===== src/rtl/nonce_scanner_if.sv =====
// Scanner control, finisher and golden-nonce queue signals.
// The master side (controller/testbench) drives requests, hashes and queue ready;
// the slave side (nonce_scanner) drives the nonce, status and queue head.
interface nonce_scanner_if;
   logic         start;
   logic         abort;
   logic [31:0]  nonce_start;
   logic [31:0]  nonce_end;
   logic         slot_tick;
   logic [255:0] hash;
   logic [31:0]  out_nonce;
   logic         busy;
   logic         done;
   logic         found_valid;
   logic [31:0]  found_nonce;
   logic         found_ready;
   logic         overflow;

   modport master (
      output start, abort, nonce_start, nonce_end, slot_tick, hash, found_ready,
      input  out_nonce, busy, done, found_valid, found_nonce, overflow
   );

   modport slave (
      input  start, abort, nonce_start, nonce_end, slot_tick, hash, found_ready,
      output out_nonce, busy, done, found_valid, found_nonce, overflow
   );
endinterface


===== src/rtl/nonce_scanner.sv =====
// Nonce scanner: steps the finisher's in_nonce once per hash slot, pairs each
// returning hash with the nonce that produced it (LATENCY slots earlier) and
// queues nonces whose hash has ZERO_BITS leading zeros in a 2-entry FIFO.
module nonce_scanner #(
   parameter int LATENCY   = 2,
   parameter int ZERO_BITS = 32
) (
   input  logic           clk,
   input  logic           rst_n,
   nonce_scanner_if.slave bus
);

   typedef enum logic [1:0] {S_IDLE, S_RUN, S_DRAIN} state_t;

   state_t                      state, state_nx;
   logic [31:0]                 cur_nonce;
   logic [31:0]                 end_nonce;
   logic [LATENCY-1:0]          hist_vld;
   logic [LATENCY-1:0][31:0]    hist_nonce;
   logic [2:0]                  drain_cnt;
   logic                        done_q;
   logic                        overflow_q;
   logic [1:0][31:0]            q_mem, q_mem_nx;
   logic [1:0]                  q_cnt, q_cnt_nx;

   logic tick, match, push, pop, drop, last_drain, go;
   logic unused_hash;

   // A tick only counts while scanning; abort overrides it.
   assign tick       = bus.slot_tick & (state != S_IDLE) & ~bus.abort;
   assign go         = (state == S_IDLE) & bus.start & ~bus.abort;
   assign match      = (bus.hash[255 -: ZERO_BITS] == '0);
   assign push       = tick & hist_vld[LATENCY-1] & match;
   assign pop        = bus.found_valid & bus.found_ready;
   assign last_drain = (state == S_DRAIN) & tick & (drain_cnt == 3'(LATENCY-1));
   assign unused_hash = ^bus.hash[255-ZERO_BITS:0];

   assign bus.out_nonce   = cur_nonce;
   assign bus.busy        = (state != S_IDLE);
   assign bus.done        = done_q;
   assign bus.found_valid = (q_cnt != 2'd0);
   assign bus.found_nonce = q_mem[0];
   assign bus.overflow    = overflow_q;

   // State register.
   always_ff @(posedge clk or negedge rst_n) begin
      if (!rst_n) state <= S_IDLE;
      else        state <= state_nx;
   end

   // Next-state: RUN until the last nonce is issued, then DRAIN LATENCY ticks.
   always_comb begin
      state_nx = state;
      if (bus.abort) begin
         state_nx = S_IDLE;
      end else begin
         case (state)
            S_IDLE:  if (bus.start) state_nx = S_RUN;
            S_RUN:   if (bus.slot_tick && cur_nonce == end_nonce) state_nx = S_DRAIN;
            S_DRAIN: if (last_drain) state_nx = S_IDLE;
            default: state_nx = S_IDLE;
         endcase
      end
   end

   // Nonce counter, in-flight history shift register and done pulse.
   always_ff @(posedge clk or negedge rst_n) begin
      if (!rst_n) begin
         cur_nonce  <= '0;
         end_nonce  <= '0;
         hist_vld   <= '0;
         hist_nonce <= '0;
         drain_cnt  <= '0;
         done_q     <= 1'b0;
      end else begin
         done_q <= last_drain;
         if (bus.abort) begin
            hist_vld  <= '0;
            drain_cnt <= '0;
         end else if (go) begin
            cur_nonce <= bus.nonce_start;
            end_nonce <= bus.nonce_end;
            hist_vld  <= '0;
            drain_cnt <= '0;
         end else if (tick) begin
            for (int i = LATENCY-1; i > 0; i--) begin
               hist_vld[i]   <= hist_vld[i-1];
               hist_nonce[i] <= hist_nonce[i-1];
            end
            // Only RUN slots carry a real nonce; DRAIN slots are bubbles.
            hist_vld[0]   <= (state == S_RUN);
            hist_nonce[0] <= cur_nonce;
            if (state == S_RUN && cur_nonce != end_nonce) cur_nonce <= cur_nonce + 32'd1;
            if (state == S_DRAIN) drain_cnt <= drain_cnt + 3'd1;
         end
      end
   end

   // Queue next-state; a push into a full queue survives only if the head pops.
   always_comb begin
      q_mem_nx = q_mem;
      q_cnt_nx = q_cnt;
      drop     = 1'b0;
      case ({push, pop})
         2'b01: begin
            q_mem_nx[0] = q_mem[1];
            q_cnt_nx    = q_cnt - 2'd1;
         end
         2'b10: begin
            if (q_cnt == 2'd0) begin
               q_mem_nx[0] = hist_nonce[LATENCY-1];
               q_cnt_nx    = 2'd1;
            end else if (q_cnt == 2'd1) begin
               q_mem_nx[1] = hist_nonce[LATENCY-1];
               q_cnt_nx    = 2'd2;
            end else begin
               drop = 1'b1;
            end
         end
         2'b11: begin
            if (q_cnt == 2'd1) begin
               q_mem_nx[0] = hist_nonce[LATENCY-1];
            end else begin
               q_mem_nx[0] = q_mem[1];
               q_mem_nx[1] = hist_nonce[LATENCY-1];
            end
         end
         default: ;
      endcase
   end

   // Queue storage and sticky overflow (cleared when a new scan starts).
   always_ff @(posedge clk or negedge rst_n) begin
      if (!rst_n) begin
         q_mem      <= '0;
         q_cnt      <= '0;
         overflow_q <= 1'b0;
      end else begin
         q_mem <= q_mem_nx;
         q_cnt <= q_cnt_nx;
         if (go)        overflow_q <= 1'b0;
         else if (drop) overflow_q <= 1'b1;
      end
   end

endmodule


===== src/flat_wrapper.sv =====
// flat-port wrapper written by rule: the top's interface ports become plain ports
module nonce_scanner_flat 
#(
   parameter int LATENCY   = 2,
   parameter int ZERO_BITS = 32
)
  (clk, rst_n, bus_start, bus_abort, bus_nonce_start, bus_nonce_end, bus_slot_tick, bus_hash, bus_found_ready, bus_out_nonce, bus_busy, bus_done, bus_found_valid, bus_found_nonce, bus_overflow);
  nonce_scanner_if bus_i ();
  input  logic clk;
  input  logic rst_n;
  input wire logic [$bits(bus_i.start)-1:0] bus_start;
  input wire logic [$bits(bus_i.abort)-1:0] bus_abort;
  input wire logic [$bits(bus_i.nonce_start)-1:0] bus_nonce_start;
  input wire logic [$bits(bus_i.nonce_end)-1:0] bus_nonce_end;
  input wire logic [$bits(bus_i.slot_tick)-1:0] bus_slot_tick;
  input wire logic [$bits(bus_i.hash)-1:0] bus_hash;
  input wire logic [$bits(bus_i.found_ready)-1:0] bus_found_ready;
  output wire logic [$bits(bus_i.out_nonce)-1:0] bus_out_nonce;
  output wire logic [$bits(bus_i.busy)-1:0] bus_busy;
  output wire logic [$bits(bus_i.done)-1:0] bus_done;
  output wire logic [$bits(bus_i.found_valid)-1:0] bus_found_valid;
  output wire logic [$bits(bus_i.found_nonce)-1:0] bus_found_nonce;
  output wire logic [$bits(bus_i.overflow)-1:0] bus_overflow;
  assign bus_i.start = bus_start;
  assign bus_i.abort = bus_abort;
  assign bus_i.nonce_start = bus_nonce_start;
  assign bus_i.nonce_end = bus_nonce_end;
  assign bus_i.slot_tick = bus_slot_tick;
  assign bus_i.hash = bus_hash;
  assign bus_i.found_ready = bus_found_ready;
  assign bus_out_nonce = bus_i.out_nonce;
  assign bus_busy = bus_i.busy;
  assign bus_done = bus_i.done;
  assign bus_found_valid = bus_i.found_valid;
  assign bus_found_nonce = bus_i.found_nonce;
  assign bus_overflow = bus_i.overflow;
  nonce_scanner #(.LATENCY(LATENCY), .ZERO_BITS(ZERO_BITS)) u_core (.clk(clk), .rst_n(rst_n), .bus(bus_i));
endmodule

===== config.mk =====
export PLATFORM = sky130hd
export DESIGN_NAME = nonce_scanner_flat
export DESIGN_NICKNAME = d
export VERILOG_FILES = /design/src/rtl/nonce_scanner_if.sv /design/src/rtl/nonce_scanner.sv /design/src/flat_wrapper.sv
export SDC_FILE = /design/constraint.sdc
export NUM_CORES = 1
export LEC_CHECK = 0
export ABC_AREA = 1
export CORE_UTILIZATION = 35
export DETAILED_ROUTE_END_ITERATION = 12
export PLACE_DENSITY = 0.73
export SLEW_MARGIN = 20
export SYNTH_ARGS = -nofsm -noshare
export SYNTH_HDL_FRONTEND = slang
export SYNTH_SLANG_ARGS = --single-unit

===== constraint.sdc =====
create_clock -name clk -period 2.8 [get_ports clk]
set_input_delay 0.7 -clock clk [delete_from_list [all_inputs] [get_ports clk]]
set_output_delay 0.7 -clock clk [all_outputs]
set_load 0.01 [all_outputs]

# [Word-level counts from Yosys, hierarchy flattened]
# Cells that the tools add are included.
[word_totals] reg_bits=203 latch_bits=0 mem_bits_rw=0 romBits=0 inputBits=326 out_inout_bits=68 wordCells=94 n_memories=0
[classes] addsub=3 multipliers=0 div=0 n_lt_le_gt_ge=0 n_eq_ne=16 shift=0 muxes=29 n_bitwise=11 reduce_logical=23
[ops] op="$mux W32" count=7
[ops] op="$pmux W32 S3" count=1
[ops] op="$pmux W32 S2" count=1
[ops] op="$add A32 B1 Y32 const B" count=1
[ops] op="$eq A32 B32 Y1" count=1
[ops] op="$logic_not A32 Y1" count=1
[ops] op="$ne A32 B32 Y1" count=1
[ops] op="$mux W2" count=9
[ops] op="$reduce_bool A2 Y1" count=7
[ops] op="$mux W3" count=4
[ops] op="$reduce_and A3 Y1" count=4
[ops] op="$and A1 B1 Y1" count=9
[ops] op="$reduce_bool A3 Y1" count=3
[ops] op="$reduce_and A2 Y1" count=4
[ops] op="$eq A2 B1 Y1 const B" count=3
[ops] op="$eq A2 B2 Y1 const B" count=3
[ops] op="$ne A3 B2 Y1 const B" count=2
[ops] op="$pmux W2 S3" count=1
[ops] op="$mux W1" count=5
[ops] op="$logic_not A2 Y1" count=2
[ops] op="$ne A2 B2 Y1 const B" count=2
[ops] op="$pmux W2 S2" count=1
[ops] op="$add A3 B1 Y3 const B" count=1
[ops] op="$eq A3 B1 Y1 const B" count=1
[ops] op="other kinds (6)" count=8

# [Longest topological paths before layout]
# Gate-level depths: netlist of run 1.
[depth] depth_word=9 mapped_depth=15 mapped_depth_nobuf=13

# [Least setup slack after synthesis of run 1]
# Ideal clock, no wire load.
[synth_timing] path_type="input port to flip-flop" startpoint="in bus_hash[252]" endpoint="reg u_core.q_mem[37] (netlist name)" setup_time_ns=0.121 arrival_ns=2.499 required_ns=2.679 path_slack_ns=0.180 cell_stages=12 path_buffers=2 path_cell_list="or3_1 nor2_1 and2_1 ha_1 buf_2 nor2_1 inv_1 o21ai_1 a21oi_2 buf_2 o21ai_0 o22a_1"
[synth_between] elab_chain_cells=5 word_cells_on_any_way=9 classes_between="eq/ne: 4; mux: 1; bitwise: 1; reduce/logical: 3"
[synth_rtl] element="from (decl)" line="flat_wrapper.sv:16" text="input wire logic [$bits(bus_i.hash)-1:0] bus_hash;"
[synth_rtl] element="$logic_not A32 Y1 (*)" line="nonce_scanner.sv:32" text="assign match = (bus.hash[255 -: ZERO_BITS] == '0);"
[synth_rtl] element="$and A1 B1 Y1 (*)" line="nonce_scanner.sv:33" text="assign push = tick & hist_vld[LATENCY-1] & match;"
[synth_rtl] element="$eq A2 B2 Y1" line="nonce_scanner.sv:104" text="case ({push, pop})"
[synth_rtl] element="$ne A2 B2 Y1 (no line) / $reduce_bool A2 Y1 (equally long branches)"
[synth_rtl] element="$reduce_and A3 Y1 (no line)"
[synth_rtl] element="to (signal assigned)" line="nonce_scanner.sv:139" text="q_mem <= q_mem_nx;"
[synth_rtl] element="to (decl)" line="nonce_scanner.sv:23" text="logic [1:0][31:0] q_mem, q_mem_nx;"
# Mark *: on every way between the ends. The rest lies on a longest branch, timed or not.
# A chain may end at the register's enable or synchronous reset.

# [Final worst setup path of run 1]
[layout_timing] startpoint="in bus_hash[230]" endpoint="reg u_core.q_mem[42] (netlist name)"
# Same word-level chain as after synthesis.

==> summary.md, run 1 <==
| Metric | Value |
|---|---|
| FFs w/ async S/R, synth | `100%` |
| Worst Path Arrival | `2.97 ns` |
| Initial antenna violation count | `1` |
| Netlist cell types | `43` |
| Commonest non-fill, non-tap cells in the layout | `nand2_1 (483), dfrtp_1 (203), clkdlybuf4s50_1 (168)` |
| Worst slew pin tran | `0.956 ns` |
| H-tree levels | `1` |
| Leakage | `0.00627 µW` |
| Seq. cell area | `5080 µm²` |
| First-pass GRT wire length | `48.7 mm` |
| Pre-CTS WS | `-0.430 ns` |
| Root buffer cell | `clkbuf_16` |
| Fin crit period | `2.58 ns` |
| Max Cap Viol | `0` |
| Number of global-route vias before repair | `9278` |
| Syn_area_per_cell | `7.86 µm²` |
| IO Port Bufs | `169` |
| Antenna viol nets, final | `0` |
| Yosys top cell area share | `46.3%` |
| Multi-input gate area | `4990 µm²` |
| Max Clock Skew | `0.0210 ns` |
| Syn-to-layout area delta | `27.0%` |
| Sequential share of the synthesized area | `46.3%` |
| Worst skew pair latency | `0.51 ns` |
| Initial DRC count | `845` |
| Status | `complete, no violations` |
| Hold Buf Count CTS | `0` |
| Synthesized Nets | `1727` |
| Worst setup margin | `0.216 ns` |
| Relative slew slack | `36.2%` |
| GRT Total Usage | `19.3%` |
| Largest net degree at the start of global routing | `110` |
| Final Hold Vio Count | `0` |
| Routed WL | `30.2 mm` |
| Leading cell type in the layout, fill and taps excluded | `nand2_1` |
| Clock Path Buffers | `3` |
| Layout cell share with drive strength beyond 1 | `9.24%` |
| WHS | `0.163 ns` |
| Post-synthesis instance area | `11000 µm²` |
| Slew Limit Fails | `0` |
| Tcrit/Tclk final | `92.3%` |
| Worst setup SP type | `primary input` |
| DP Wirelength | `21.7 mm` |
| Final setup fails | `0` |
| FILL cells | `2962` |
| Core Area | `30700 µm²` |
| Die Y | `179 µm` |
| CP max FO | `9` |
| Worst path required time | `3.18 ns` |
| RSZ-0062 raised after global routing | `false` |
| FMAX | `0.387 GHz` |
| Initial Utilization | `35.7%` |
| CTS Buf Count | `23` |
| Setup CP Type | `primary input to flip-flop` |
| PD cells | `752 nW/µm²` |
| IO Pins | `394` |
| Hold Path Class | `primary input to asynchronous set/reset pin` |
| Via count | `9744` |
| DRT Pass-1 Iters | `5` |
| DRC | `0` |
| CTS tree | `built` |
| Main synth FF type | `dfrtp_1` |
| WL per Instance | `15.5 µm` |
| Die Wd | `179 µm` |
| Worst vdd ir | `0.411 mV` |
| Post-Synthesis Cells | `1394` |
| Sink Count | `203` |
| YS warnings | `0` |
| Placer Congestion | `0.864` |
| CTS clk-pin slew, worst paths | `0.06 ns` |
| Row cnt | `64` |
| Synth Register Bits | `203` |
| Die area | `32000 µm²` |
| Final net count | `1866` |
| Vias per inst | `5.01` |
| Overflow after GRT | `0` |
| Crit end category | `flip-flop` |
| Synth area leader | `dfrtp_1` |
| Setup total negative slack | `0 ns` |
| Cells taking the most area after synthesis | `dfrtp_1 (46%), nand2_1 (17%), o21ai_0 (5.3%), nor2_1 (3.1%), inv_1 (3.0%)` |
| Pwr Total | `10500 µW` |
| EDFF count, synth | `0` |
-- cell families after synthesis --
family          synth area share [%]
buf+inv                         8.63
fa+ha+maj                      0.799
flops                           46.3
mux                             3.41
simple gates                    24.9
compound gates                  13.2
xor+xnor                        2.72
-- cell type report --
class	instances	share of cell area, %
Clock inverter	6	0.755
Antenna cell	1	0.0180
Timing Repair Buffer	217	15.9
Inverter	96	2.59
Sequential cell	203	36.5
Clock buffer	33	4.83
Tap cell	396	3.56
Multi-Input combinational cell	992	35.9
-- power breakdown --
part	total, µW	switching (µW)	leakage, µW	internal (µW)
sequential	4440	805	0.00259	3630
clock	3100	1170	0.000385	1930
combinational	2940	1600	0.00329	1350
total	10500	3570	0.00627	6910
-- path summary, 6_finish.rpt --
kind,from,to,slack (ns),cells past startpoint
max,bus_hash[230],u_core.q_mem[42],0.22,17
min,rst_n,u_core.bus.found_nonce[28],0.16,1
max reg2reg,u_core.state[1],u_core.q_mem[42],0.41,15
min reg2reg,u_core.hist_nonce[14],u_core.hist_nonce[14],0.48,2
max in group asynchronous,rst_n,u_core.q_mem[41],1.91,2
min in group clk,u_core.hist_nonce[14],u_core.hist_nonce[14],0.48,2
-- flip-flops by register name (all words and copies together) (netlist names) --
register / cells
u_core.hist_nonce: 64
u_core.end_nonce: 32
u_core.q_mem: 32
u_core.state: 2
u_core.bus.found_nonce: 32
u_core.hist_vld: 2
u_core.bus.overflow: 1
u_core.drain_cnt: 3
u_core.bus.out_nonce: 32
u_core.q_cnt: 2
u_core.bus.done: 1
-- critical path: stages --
cell and delay (ns):
clkdlybuf4s50_1 0.42, nor2_1 0.11, nand2_1 0.06, nor2_1 0.09, nand2_1 0.07, nor3_2 0.12
and2_1 0.16, buf_6 0.13, ha_2 0.18, nor2_1 0.05, inv_1 0.08, o21ai_2 0.08
a21oi_4 0.22, buf_6 0.17, buf_12 0.12, o211ai_1 0.09, o21a_1 0.11
-- routing by layer --
layer,track usage (%),vias up,routed length (µm)
met5,0,-,12
met4,4.48,2,673
met3,3.90,41,2370
met2,28.8,353,13200
met1,28.3,4571,13900
li1,-,4777,-
-- per-stage QoR --
stage,cell area (µm²),std cells,utilization [%]
final,13900,1944,45.4
after CTS,13900,1941,45.2
after global routing,13900,1943,45.4
after detailed placement,13100,1902,42.6
after global placement,13100,1902,42.6
after floorplan,11000,1394,-
-- synth_stat cells, drive strengths merged, types with 2 or more instances --
master	number
mux2	19
a31oi	4
o211ai	37
nor2	94
o221ai	3
ha	7
nor4	2
clkbuf	31
nand2	487
nand3	62
or2	4
o21ai	135
nor3	18
o22a	8
xor2	10
buf	72
a22oi	13
o22ai	2
dfrtp	203
a21oi	20
and3	2
o21a	16
mux2i	16
xnor2	24
inv	96
nand4	5
-- timing repair --
| action | 4_1_cts | 5_1_grt |
|---|---|---|
| endpoints found under the setup margin | 0 | 35 |
| gates resized for setup | 0 | 12 |
| setup buffers | 0 | 1 |
Note: power is estimated with default switching activity, not from simulation.
==> run 2: changes to the inputs <==
--- a/config.mk
+++ b/config.mk
@@ -6,9 +6,11 @@
 export NUM_CORES = 1
 export LEC_CHECK = 0
 export ABC_AREA = 1
-export CORE_UTILIZATION = 35
+export CELL_PAD_IN_SITES_DETAIL_PLACEMENT = 0
+export CELL_PAD_IN_SITES_GLOBAL_PLACEMENT = 1
+export CORE_UTILIZATION = 32
 export DETAILED_ROUTE_END_ITERATION = 12
-export PLACE_DENSITY = 0.73
+export PLACE_DENSITY = 0.88
 export SLEW_MARGIN = 20
 export SYNTH_ARGS = -nofsm -noshare
 export SYNTH_HDL_FRONTEND = slang
==> summary.md, run 2 (synthesized netlist as in run 1, its figures left out) <==
| Metric | Value |
|---|---|
| Status | `complete, no violations` |
| FILL cells | `3381` |
| Crit end category | `output pin` |
| Slew Limit Fails | `0` |
| Routed WL | `29.6 mm` |
| H-tree levels | `1` |
| DP Wirelength | `21.0 mm` |
| Final setup fails | `0` |
| CTS tree | `built` |
| Max Cap Viol | `0` |
| Max Clock Skew | `0.0194 ns` |
| IO Port Bufs | `169` |
| Worst skew pair latency | `0.51 ns` |
| Die area | `35000 µm²` |
| Worst Path Arrival | `1.92 ns` |
| Overflow after GRT | `0` |
| Layout cell share with drive strength beyond 1 | `8.94%` |
| Multi-input gate area | `5000 µm²` |
| Placer Congestion | `0.849` |
| Vias per inst | `4.80` |
| Tcrit/Tclk final | `93.7%` |
| Initial antenna violation count | `3` |
| Non-filler cells, final | `1992` |
| CP max FO | `3` |
| Antenna diodes | `0` |
| DRC | `0` |
| Core Area | `33600 µm²` |
| Final instance area | `13800 µm²` |
| WL per Instance | `14.9 µm` |
| CTS clk-pin slew, worst paths | `0.06 ns` |
| GRT Total Usage | `16.8%` |
| Root buffer cell | `clkbuf_16` |
| Most flop-heavy register | `u_core.hist_nonce` |
| Worst path required time | `2.10 ns` |
| Placed Cells incl. Taps | `1950` |
| Final net count | `1864` |
| Die Wd | `187 µm` |
| Crit. Startpoint | `u_core.q_cnt[0]` |
| Clock Path Buffers | `3` |
| PD cells | `728 nW/µm²` |
| Reg2Reg Launch Point | `u_core.state[0]` |
| CTS Buf Count | `22` |
| Setup CP Type | `flip-flop to output pin` |
| Antenna viol nets, final | `0` |
| Leakage | `0.00619 µW` |
| Sink Count | `203` |
| Number of global-route vias before repair | `9153` |
| Seq. cell area | `5080 µm²` |
| Die Y | `187 µm` |
| Via count | `9559` |
| Worst vdd ir | `0.423 mV` |
| Worst setup SP type | `flip-flop` |
| First-pass GRT wire length | `48.1 mm` |
| Dpl cell area | `13100 µm²` |
| Fin crit period | `2.62 ns` |
| FMAX | `0.381 GHz` |
| Syn-to-layout area delta | `26.2%` |
| Leading cell type in the layout, fill and taps excluded | `nand2_1` |
| Commonest non-fill, non-tap cells in the layout | `nand2_1 (483), dfrtp_1 (203), clkdlybuf4s50_1 (168)` |
| Hold Buf Count CTS | `0` |
| Initial Utilization | `32.6%` |
| Final Hold Vio Count | `0` |
| Row cnt | `67` |
| DRT Pass-1 Iters | `5` |
| Worst slew pin tran | `0.998 ns` |
| Hold Path Class | `primary input to asynchronous set/reset pin` |
| Relative slew slack | `33.5%` |
| Largest net degree at the start of global routing | `110` |
| Setup total negative slack | `0 ns` |
| Initial DRC count | `718` |
| Number of flip-flops in the largest register | `64` |
| IO Pins | `394` |
run 2: cell types whose count changed in the layout (fill, tap and decap cells not counted), sizes merged:
cell    previous run  this run
diode              1         0
buf               48        46
bufinv             3         0
clkinv             3         4
a21oi             20        21
run 2: per-stage QoR:
step | worst slack [ns] | utilization, % | hold slack, ns | total power [µW]
2_1_floorplan | 0.180 | - | 0.404 | 6060
3_3_place_gp | -0.764 | 38.9 | 0.464 | 7250
3_5_place_dp | -0.788 | 38.9 | 0.469 | 7340
4_1_cts | 0.0632 | 41.0 | 0.254 | 10100
5_1_grt | -0.0146 | 41.1 | 0.275 | 10700
6_report | 0.177 | 41.1 | 0.232 | 10100
run 2: routing by layer:
metal  global-route usage, %  part of all wire [%]  vias up
met5                       0                  0.11        -
met4                    3.81                   1.9        4
met3                    3.11                   5.9       43
met2                    24.8                    42      274
met1                    25.2                    50     4458
li1                        -                     -     4780
run 2: final timing paths:
| check | endpoint | slack, ns | cells past startpoint |
|---|---|---|---|
| max in group asynchronous | u_core.q_mem[37] | 1.85 | 2 |
| min in group clk | u_core.hist_nonce[30] | 0.48 | 2 |
| min | u_core.bus.found_nonce[14] | 0.23 | 1 |
| min reg2reg | u_core.hist_nonce[30] | 0.48 | 2 |
| max reg2reg | u_core.q_mem[32] | 0.38 | 14 |
| max | bus_found_valid | 0.18 | 5 |
run 2: timing repair:
| item | in CTS | in global routing |
|---|---|---|
| setup buffers | 2 | 1 |
| gates cloned | 1 | 1 |
| endpoints found under the setup margin | 31 | 61 |
| gates resized for setup | 1 | 13 |
| pin swaps | 0 | 5 |
run 2: worst max-delay path: stages (launching register included):
cell and delay, ns:
dfrtp_1 0.36, inv_1 0.07, ha_1 0.23, inv_1 0.08, buf_4 0.14, clkdlybuf4s50_1 0.54
run 2: where the power goes:
part / total [µW] / switching, µW / internal [µW]
Sequential: 4420 / 786 / 3630
Combinational: 2910 / 1560 / 1350
Clock: 2730 / 1160 / 1570
Total: 10100 / 3510 / 6560
run 2: layout make-up:
class,instances,area share [%]
inverters,96,2.61
clock inverters,4,0.145
flip-flops and latches,203,36.7
multi-input cells,993,36.2
well taps,448,4.05
clock buffers,33,4.65
repair buffers,215,15.7
==> run 3: changes to the inputs <==
--- a/config.mk
+++ b/config.mk
@@ -8,9 +8,11 @@
 export ABC_AREA = 1
 export CELL_PAD_IN_SITES_DETAIL_PLACEMENT = 0
 export CELL_PAD_IN_SITES_GLOBAL_PLACEMENT = 1
-export CORE_UTILIZATION = 32
+export CORE_UTILIZATION = 46
 export DETAILED_ROUTE_END_ITERATION = 12
-export PLACE_DENSITY = 0.88
+export DONT_BUFFER_PORTS = 1
+export PLACE_DENSITY = 0.89
+export SETUP_SLACK_MARGIN = 0.1
 export SLEW_MARGIN = 20
 export SYNTH_ARGS = -nofsm -noshare
 export SYNTH_HDL_FRONTEND = slang
==> summary.md, run 3 (synthesized netlist as in run 1, its figures left out) <==
| Metric | Value |
|---|---|
| Status | `complete, but fails checks` |
| Violated checks | `hold timing` |
| Crit. Startpoint | `u_core.state[0]` |
| Fin crit period | `2.43 ns` |
| Worst path cell trace | `nor2_1, inv_1, nand3_4, nor3_1, and2_2, ha_1, nor2_1, inv_1, o21ai_1, a21oi_4, buf_12, buf_4, o211ai_1, o21ai_0` |
| Non-filler cells, final | `1677` |
| Placer Congestion | `0.861` |
| WL per Instance | `15.9 µm` |
| DRC | `0` |
| Routed WL | `26.7 mm` |
| FILL cells | `2311` |
| Worst slew pin tran | `0.709 ns` |
| Max Cap Viol | `0` |
| Antenna viol nets, final | `0` |
| Overflow after GRT | `0` |
| Most flop-heavy register | `u_core.hist_nonce` |
| Vias per inst | `5.26` |
| WP buf/inv | `4` |
| Row cnt | `56` |
| Reg2Reg Launch Point | `u_core.state[0]` |
| Leading cell type in the layout, fill and taps excluded | `nand2_1` |
| FF-to-FF setup slack | `0.37 ns` |
| Relative slew slack | `52.7%` |
| Number of flip-flops in the largest register | `64` |
| Die Wd | `156 µm` |
| Setup CP Type | `flip-flop to flip-flop` |
| Worst path required time | `3.18 ns` |
| H-tree levels | `1` |
| Worst vdd ir | `0.550 mV` |
| Slew Limit Fails | `0` |
| Commonest non-fill, non-tap cells in the layout | `nand2_1 (483), dfrtp_1 (203), o21ai_0 (116)` |
| Worst skew pair latency | `0.52 ns` |
| CTS clk-pin slew, worst paths | `0.06 ns` |
| Via count | `8828` |
| Initial DRC count | `836` |
| Max Clock Skew | `0.0149 ns` |
| Number of global-route vias before repair | `8456` |
| CTS Buf Count | `23` |
| CP max FO | `21` |
| Final setup fails | `0` |
| FMAX | `0.411 GHz` |
| Die Y | `156 µm` |
| Peak per-stage delay on the critical path | `0.39 ns` |
| Final net count | `1676` |
| CTS tree | `built` |
| Die area | `24500 µm²` |
| Worst setup SP type | `flip-flop` |
| GRT Total Usage | `22.4%` |
| PD cells | `821 nW/µm²` |
| Initial antenna violation count | `0` |
| IO Pins | `394` |
| Hold Path Class | `primary input to asynchronous set/reset pin` |
| Tcrit/Tclk final | `87.0%` |
| Antenna diodes | `0` |
| DRT Pass-1 Iters | `6` |
| Crit end category | `flip-flop` |
| Initial Utilization | `46.8%` |
| Largest net degree at the start of global routing | `204` |
| Sink Count | `203` |
| CP top delay family | `simple AND/OR/NAND/NOR gates` |
| IO Port Bufs | `0` |
| Worst Path Arrival | `2.82 ns` |
| Core Area | `23400 µm²` |
| Layout cell share with drive strength beyond 1 | `8.76%` |
| Root buffer cell | `clkbuf_16` |
| Leakage | `0.00549 µW` |
| First-pass GRT wire length | `43.6 mm` |
| Placed Cells incl. Taps | `1637` |
| RSZ-0062 raised after global routing | `false` |
| Slowest cell on the critical path | `dfrtp_1` |
| Final Hold Vio Count | `203` |
| Clock Path Buffers | `3` |
| DP Wirelength | `18.4 mm` |
| WHS | `-0.127 ns` |
| Syn-to-layout area delta | `7.93%` |
## run 3: final cells by class
type	count	area, µm²	share of cell area, %
timing repair buffer	27	256	2.17
clock buffer	30	642	5.42
multi-input combinational	992	4970	42.0
sequential	203	5080	42.9
clock inverter	10	129	1.09
inverter	96	360	3.05
tap	319	399	3.37
## run 3: path summary, 6_finish.rpt
kind,cells after the start,end
worst max-delay path,14,u_core.q_mem[39]
worst min-delay path,0,u_core.end_nonce[16]
worst max register to register,14,u_core.q_mem[39]
worst min register to register,2,u_core.hist_nonce[27]
max in group asynchronous,0,u_core.bus.found_nonce[20]
min in group clk,2,u_core.end_nonce[16]
## run 3: per-stage QoR
stage | cell area (µm²) | total power (µW) | setup WS [ns] | setup TNS [ns] | util, %
floorplan | 11000 | 6060 | 0.180 | 0 | -
global placement | 11100 | 6570 | -0.145 | -1.93 | 47.2
detailed placement | 11100 | 6670 | -0.175 | -2.45 | 47.2
CTS | 11800 | 9800 | 0.189 | 0 | 50.5
global route | 11800 | 10300 | 0.187 | 0 | 50.6
finish | 11800 | 9720 | 0.365 | 0 | 50.6
## run 3: timing repair
| item | 4_1_cts | 5_1_grt |
|---|---|---|
| setup endpoints to repair | 0 | 12 |
| buffers inserted | 0 | 0 |
| resized for setup | 0 | 2 |
| hold endpoints to repair | 203 | 203 |
## run 3: per-layer routing
| layer | up-vias | share of wire [%] | GRT usage, % |
|---|---|---|---|
| met4 | 0 | 2.5 | 6.54 |
| met3 | 46 | 8.9 | 5.62 |
| li1 | 4394 | - | - |
| met1 | 4099 | 47 | 32.3 |
| met2 | 289 | 42 | 33.1 |
| met5 | - | 0 | 0 |
## run 3: power breakdown
part | internal [µW] | leakage (µW) | switching (µW) | total (µW)
clock network | 1880 | 0.000386 | 1200 | 3090
registers | 3630 | 0.00259 | 854 | 4480
logic | 854 | 0.00251 | 1290 | 2150
